$ cat src/rtl/ins_fetcher_if.sv
// Fetch-unit bus: instruction-cache handshake, decoder hand-off and ROB flush.
// master = fetcher side, slave = cache/decoder/ROB side.
interface ins_fetcher_if;
  logic        icache_req;
  logic [31:0] icache_addr;
  logic        icache_ready;
  logic [31:0] icache_inst;
  logic        inst_valid;
  logic [31:0] inst;
  logic [31:0] inst_addr;
  logic        dec_stall;
  logic [31:0] dec_next_pc;
  logic        rob_clear;
  logic [31:0] rob_clear_pc;

  modport master (
    output icache_req, icache_addr, inst_valid, inst, inst_addr,
    input  icache_ready, icache_inst, dec_stall, dec_next_pc, rob_clear, rob_clear_pc
  );

  modport slave (
    input  icache_req, icache_addr, inst_valid, inst, inst_addr,
    output icache_ready, icache_inst, dec_stall, dec_next_pc, rob_clear, rob_clear_pc
  );
endinterface

$ cat src/rtl/ins_fetcher.sv
// Instruction fetcher: keeps at most one icache request in flight and presents
// one instruction at a time to the decoder, honouring ROB flushes.
module ins_fetcher #(
  parameter logic [31:0] RESET_PC = 32'h0000_0000
) (
  input  logic          clk_in,
  input  logic          rst_in,
  input  logic          rdy_in,
  ins_fetcher_if.master bus
);
  typedef enum logic [1:0] {
    FETCH   = 2'd0,
    WAIT    = 2'd1,
    PRESENT = 2'd2,
    DISCARD = 2'd3
  } state_t;

  state_t      state_r;
  logic [31:0] pc_r;
  logic [31:0] addr_r;
  logic [31:0] inst_r;
  logic [31:0] inst_addr_r;
  logic        req_r;
  logic        valid_r;

  assign bus.icache_req  = req_r;
  assign bus.icache_addr = addr_r;
  assign bus.inst_valid  = valid_r;
  assign bus.inst        = inst_r;
  assign bus.inst_addr   = inst_addr_r;

  // Fetch FSM with registered outputs; rob_clear outranks every other event.
  always_ff @(posedge clk_in) begin
    if (!rst_in) begin
      state_r     <= FETCH;
      pc_r        <= RESET_PC;
      addr_r      <= RESET_PC;
      req_r       <= 1'b0;
      valid_r     <= 1'b0;
      inst_r      <= 32'h0000_0000;
      inst_addr_r <= 32'h0000_0000;
    end else if (rdy_in) begin
      case (state_r)
        FETCH: begin
          if (bus.rob_clear) begin
            pc_r    <= bus.rob_clear_pc;
            valid_r <= 1'b0;
          end else begin
            req_r   <= 1'b1;
            addr_r  <= {pc_r[31:2], 2'b00};
            state_r <= WAIT;
          end
        end
        WAIT: begin
          if (bus.rob_clear) begin
            pc_r    <= bus.rob_clear_pc;
            valid_r <= 1'b0;
            if (bus.icache_ready) begin
              req_r   <= 1'b0;
              state_r <= FETCH;
            end else begin
              state_r <= DISCARD;
            end
          end else if (bus.icache_ready) begin
            inst_r      <= bus.icache_inst;
            inst_addr_r <= pc_r;
            valid_r     <= 1'b1;
            req_r       <= 1'b0;
            state_r     <= PRESENT;
          end else begin
            state_r <= WAIT;
          end
        end
        PRESENT: begin
          if (bus.rob_clear) begin
            pc_r    <= bus.rob_clear_pc;
            valid_r <= 1'b0;
            state_r <= FETCH;
          end else if (!bus.dec_stall) begin
            pc_r    <= bus.dec_next_pc;
            valid_r <= 1'b0;
            state_r <= FETCH;
          end else begin
            state_r <= PRESENT;
          end
        end
        DISCARD: begin
          // The stale word still has to drain before a new request may issue.
          if (bus.rob_clear) begin
            pc_r <= bus.rob_clear_pc;
          end else begin
            pc_r <= pc_r;
          end
          valid_r <= 1'b0;
          if (bus.icache_ready) begin
            req_r   <= 1'b0;
            state_r <= FETCH;
          end else begin
            state_r <= DISCARD;
          end
        end
        default: begin
          state_r <= FETCH;
          req_r   <= 1'b0;
          valid_r <= 1'b0;
        end
      endcase
    end else begin
      state_r <= state_r;
    end
  end
endmodule

$ cat src/flat_wrapper.sv
// flat-port wrapper written by rule: the top's interface ports become plain ports
module ins_fetcher_flat 
#(
  parameter logic [31:0] RESET_PC = 32'h0000_0000
)
  (clk_in, rst_in, rdy_in, bus_icache_req, bus_icache_addr, bus_inst_valid, bus_inst, bus_inst_addr, bus_icache_ready, bus_icache_inst, bus_dec_stall, bus_dec_next_pc, bus_rob_clear, bus_rob_clear_pc);
  ins_fetcher_if bus_i ();
  input  logic clk_in;
  input  logic rst_in;
  input  logic rdy_in;
  output wire logic [$bits(bus_i.icache_req)-1:0] bus_icache_req;
  output wire logic [$bits(bus_i.icache_addr)-1:0] bus_icache_addr;
  output wire logic [$bits(bus_i.inst_valid)-1:0] bus_inst_valid;
  output wire logic [$bits(bus_i.inst)-1:0] bus_inst;
  output wire logic [$bits(bus_i.inst_addr)-1:0] bus_inst_addr;
  input wire logic [$bits(bus_i.icache_ready)-1:0] bus_icache_ready;
  input wire logic [$bits(bus_i.icache_inst)-1:0] bus_icache_inst;
  input wire logic [$bits(bus_i.dec_stall)-1:0] bus_dec_stall;
  input wire logic [$bits(bus_i.dec_next_pc)-1:0] bus_dec_next_pc;
  input wire logic [$bits(bus_i.rob_clear)-1:0] bus_rob_clear;
  input wire logic [$bits(bus_i.rob_clear_pc)-1:0] bus_rob_clear_pc;
  assign bus_icache_req = bus_i.icache_req;
  assign bus_icache_addr = bus_i.icache_addr;
  assign bus_inst_valid = bus_i.inst_valid;
  assign bus_inst = bus_i.inst;
  assign bus_inst_addr = bus_i.inst_addr;
  assign bus_i.icache_ready = bus_icache_ready;
  assign bus_i.icache_inst = bus_icache_inst;
  assign bus_i.dec_stall = bus_dec_stall;
  assign bus_i.dec_next_pc = bus_dec_next_pc;
  assign bus_i.rob_clear = bus_rob_clear;
  assign bus_i.rob_clear_pc = bus_rob_clear_pc;
  ins_fetcher #(.RESET_PC(RESET_PC)) u_core (.clk_in(clk_in), .rst_in(rst_in), .rdy_in(rdy_in), .bus(bus_i));
endmodule
$ cat config.mk
export PLATFORM = sky130hd
export DESIGN_NAME = ins_fetcher_flat
export DESIGN_NICKNAME = d
export VERILOG_FILES = /design/src/rtl/ins_fetcher_if.sv /design/src/rtl/ins_fetcher.sv /design/src/flat_wrapper.sv
export SDC_FILE = /design/constraint.sdc
export NUM_CORES = 1
export LEC_CHECK = 0
export BUFFER_PORTS_ARGS = -buffer_cell sky130_fd_sc_hd__buf_2
export CAP_MARGIN = 15
export CORE_ASPECT_RATIO = 2
export CORE_MARGIN = 2
export CORE_UTILIZATION = 53
export CTS_BUF_LIST = sky130_fd_sc_hd__clkbuf_4 sky130_fd_sc_hd__clkbuf_8 sky130_fd_sc_hd__clkbuf_16
export DETAILED_ROUTE_END_ITERATION = 10
export HOLD_SLACK_MARGIN = 0.06
export PLACE_DENSITY = 0.85
export SYNTH_ARGS = -nofsm -noshare
export SYNTH_HDL_FRONTEND = slang
export SYNTH_SLANG_ARGS = --single-unit
$ cat constraint.sdc
create_clock -name clk_in -period 2.3 [get_ports clk_in]
set_input_delay 0.69 -clock clk_in [delete_from_list [all_inputs] [get_ports clk_in]]
set_output_delay 0.69 -clock clk_in [all_outputs]
set_load 0.01 [all_outputs]
* Yosys cells after proc, flatten, opt, wreduce, memory -nomap -nowiden
Cells that the tools add are included.
Word-level totals: output and inout bits 98, input bits 102, register bits 130, latch bits 0, bits in read-only memories 0, memory bits (writable) 0, memories kept 0
Cells by class: equality and inequality tests 9, muxes and demuxes 20, reductions and logical operators 10, divide/modulo/power cells 0, $mul 0, magnitude comparators 0, add/subtract/negate cells 0, bitwise operators 1, shift operators 0
Operators with widths (count):
- $mux W32 | 3
- $pmux W32 S2 | 1
- $mux W2 | 6
- $reduce_and A4 Y1 | 3
- $pmux W2 S4 | 1
- $mux W1 | 7
- $ne A3 B3 Y1 const B | 2
- $reduce_and A3 Y1 | 2
- $eq A2 B2 Y1 const B | 2
- $ne A2 B1 Y1 const B | 2
- $ne A2 B2 Y1 const B | 2
- $pmux W1 S4 | 1
- $reduce_or A3 Y1 | 1
- $eq A2 B1 Y1 const B | 1
- $logic_not A2 Y1 | 1
- $pmux W1 S2 | 1
- $reduce_and A2 Y1 | 1
- $reduce_bool A2 Y1 | 1
- $reduce_or A2 Y1 | 1
- $not A1 Y1 | 1

* Logic depth before layout (Yosys ltp)
word-level depth 4, depth in mapped cells 7

* Worst setup path before layout
Ideal clock, no wire load.
kind input to register, start input bus_rob_clear, end register u_core.inst_addr_r[14] (netlist: u_core.bus.inst_addr[14]), cell stages on the path 6, arrival 1608 ps, setup slack 627 ps, setup time 66 ps, cells stage by stage inv_1 -> ha_1 -> nand4_2 -> clkbuf_1 -> nand2_1 -> a21boi_2
On the way: word-level cells in the longest chain between the ends 2
Ends and longest elaborated chain:
- from (decl) | RTL line flat_wrapper.sv:20 | input wire logic [$bits(bus_i.rob_clear)-1:0] bus_rob_clear;
- $not A1 Y1 (no line)
- $reduce_and A4 Y1 (no line)
- to (signal assigned) | RTL line ins_fetcher.sv:66 | inst_addr_r <= pc_r;
- to (decl) | RTL line ins_fetcher.sv:22 | logic [31:0] inst_addr_r;
No other way between the ends. A chain may end at the register's enable or synchronous reset.

* Worst setup path after layout
start input bus_rob_clear, end register u_core.inst_addr_r[28] (netlist: u_core.bus.inst_addr[28])
Same word-level chain as after synthesis.

==> impl_metrics.yaml <==
run_status:
  outcome: "completed"
job:
  maxCapViolCount: 0
pwr:
  p_sw_uw: 1250
  power.density_mw_per_mm2: 774
  sequentialPowerShare_pct: 43.1
  max-vdd-ir-drop_mv: 0.729
  internal-power_uw: 4250
  p_clk_share_pct: 49.6
  comb_power_share_pct: 7.3
  leakagePower_uw: 0.00322
  swShare_pct: 22.7
drt:
  routed_via_density: 5.14
  wl_per_cell_microns: 15.3
  firstDrtPassIters: 4
  wirelength_microns: 14100
  drt_iter0_markers: 225
  ant_nets: 0
  drc: 0
  vias: 4743
setup_path:
  crit_buf_inv: 3
  critPathMaxStageDelay_ns: 0.36
  crit_fanout: 30
  cpMaxStageDelayCell: "and4_4"
  end_kind: "flip-flop"
  path_delay_family: "buffers and inverters"
  crit_type: "input port to flip-flop"
  worstPathRequired_ns: 2.63
  worstPathArrival_ns: 2.03
  path_cells: "buf_2 > inv_1 > ha_1 > and4_4 > buf_12 > nand2_1 > a21boi_2"
  startpoint_type: "input port"
layout:
  area_growth_syn_to_layout_pct: 29.7
  fin_nets: 879
  n_antenna_cell: 0
  drive_gt1_share_pct: 41.7
  final_util_pct: 70.5
grt:
  grtUsageTotal_pct: 25.5
  antenna_found_initial: 0
  grt_start_max_net_pins: 78
  grt_overflow: 0
  grt_pass1_vias: 4852
  grt_pass1_wl_microns: 23000
timing:
  period_share_pct: 74.0
  final.setup.tns_ns: 0
  fin_crit_ns: 1.70
  hold_viol: 0
  skew_ns: 0.00550
  rsz0062_at_grt: "no"
  max_freq_mhz: 588
  setup_viol: 0
  worst_slack_ns: 0.599
  slew_viol_final: 0
floorplan:
  start_util_pct: 54.4
  placementRows: 52
  ioPinCount: 200
  dieArea_sq_mm: 0.0112
  die_w_microns: 75.9
  die_y_microns: 148
  core_area_sq_mm: 0.0101
yosys:
  synth-edff-count: 0
  synth.area.top_cells: "dfxtp_1, nand2_1, a21boi_2, mux2i_1, a21boi_0"
  ys_seq_area_share_pct: 47.5
  synth_area_sq_mm: 0.00548
  synth_top_cell_by_area: "dfxtp_1"
  ys_warn_count: 0
  ys_ff_latch: 130
  synth_async_sr_flop_share_pct: 0
  synthTopCellsByCount: "nand2_1, dfxtp_1, a21boi_2, a21oi_1, mux2i_1"
  yosysMostFrequentCell: "nand2_1"
  synth_cells: 590
  synth_cell_types: 31
  synthFlopType: "dfxtp_1"
  syn_area_per_cell_sq_um: 9.29
  synth_top_area_share_pct: 47.5
place:
  hpwl_microns: 10100
  io_buffers: 197
  pre_cts_slack_ns: 0.222
  gp_congestion: 0.804
worst_hold_path:
  min_path_type: "flip-flop to flip-flop"
clock_tree:
  cts-hold-fix-buffers: 0
  cts_tree: "built"
  numCtsBuffers: 17
  clk_pin_slew_ns: 0.06
  clockBufferDepth: 2
  cts_root_buf: "clkbuf_16"
  post_cts_buffers: 0
  insertion_delay_ns: 0.40
  cts-resized-gates: 0
  clock_sinks: 130
  htreeDepth: 4
## sequential cells by signal, summed over array words and instances (netlist names)
register / count
u_core.bus.inst_addr: 32
u_core.pc_r: 32
u_core.bus.icache_req: 1
u_core.bus.icache_addr: 30
u_core.bus.inst: 32
u_core.bus.inst_valid: 1
u_core.state_r: 2
## tightest hold or removal path, stage by stage (launching register included)
cell and delay, ns:
dfxtp_1 0.30, nand2_1 0.05, a21boi_1 0.05
## area by class of cell
class	count	area, sq um
fill	756	2980
sequential	130	2600
multi-input combinational	410	2530
timing repair buffer	212	1190
clock buffer	19	447
tap	135	169
clock inverter	13	160
inverter	3	11.3
## cells by family after synthesis
group | after synthesis | share of synthesized area, %
compound gates | 170 | 23.3
fa+ha+maj | 3 | 0.685
buf+inv | 51 | 6.57
flops | 130 | 47.5
mux | 33 | 6.02
other cells | 1 | 0.0684
simple gates | 202 | 15.9
## layer usage
layer  GRT usage [%]  share of wire, %
met5               0                 0
met4            13.3               3.9
met3            6.11               4.2
met2            47.9                56
met1            25.6                36
## path summary, 6_finish.rpt
check | depth (start not counted) | end | slack, ns | start
worst max-delay path | 7 | u_core.bus.inst_addr[28] | 0.60 | bus_rob_clear
worst min-delay path | 2 | u_core.bus.inst[18] | 0.45 | u_core.bus.inst[18]
worst max register to register | 5 | u_core.pc_r[2] | 0.76 | u_core.state_r[0]
worst min register to register | 2 | u_core.bus.inst[18] | 0.45 | u_core.bus.inst[18]
## layout by cell type (no fill, tap or decap), types with 5 or more instances in the layout
cell type,instances
o21ai_0,29
mux2i_1,33
a21boi_1,18
clkinvlp_4,5
buf_2,197
buf_12,7
buf_4,8
nand2_1,161
a21boi_0,32
nand2_2,31
dfxtp_1,130
o21ai_1,6
a21oi_1,35
clkbuf_16,17
a21boi_2,47
## per-stage QoR
step	total power (uW)	hold WS [ns]	std cells	instance area (sq um)
after detailed placement	2820	0.443	890	6500
after global placement	2800	0.437	890	6500
after floorplan	2640	0.428	591	5490
after CTS	5530	0.450	922	7110
final	5500	0.448	922	7110
after global routing	5690	0.476	922	7110
## power groups by stage
stage	Clock (uW)	Sequential [uW]	Combinational [uW]
3_3_place_gp	0	2410	389
4_1_cts	2760	2370	404
2_1_floorplan	0	2410	230
5_1_grt	2870	2370	443
3_5_place_dp	0	2410	402
6_report	2730	2370	403
(Power assumes the default switching activity.)
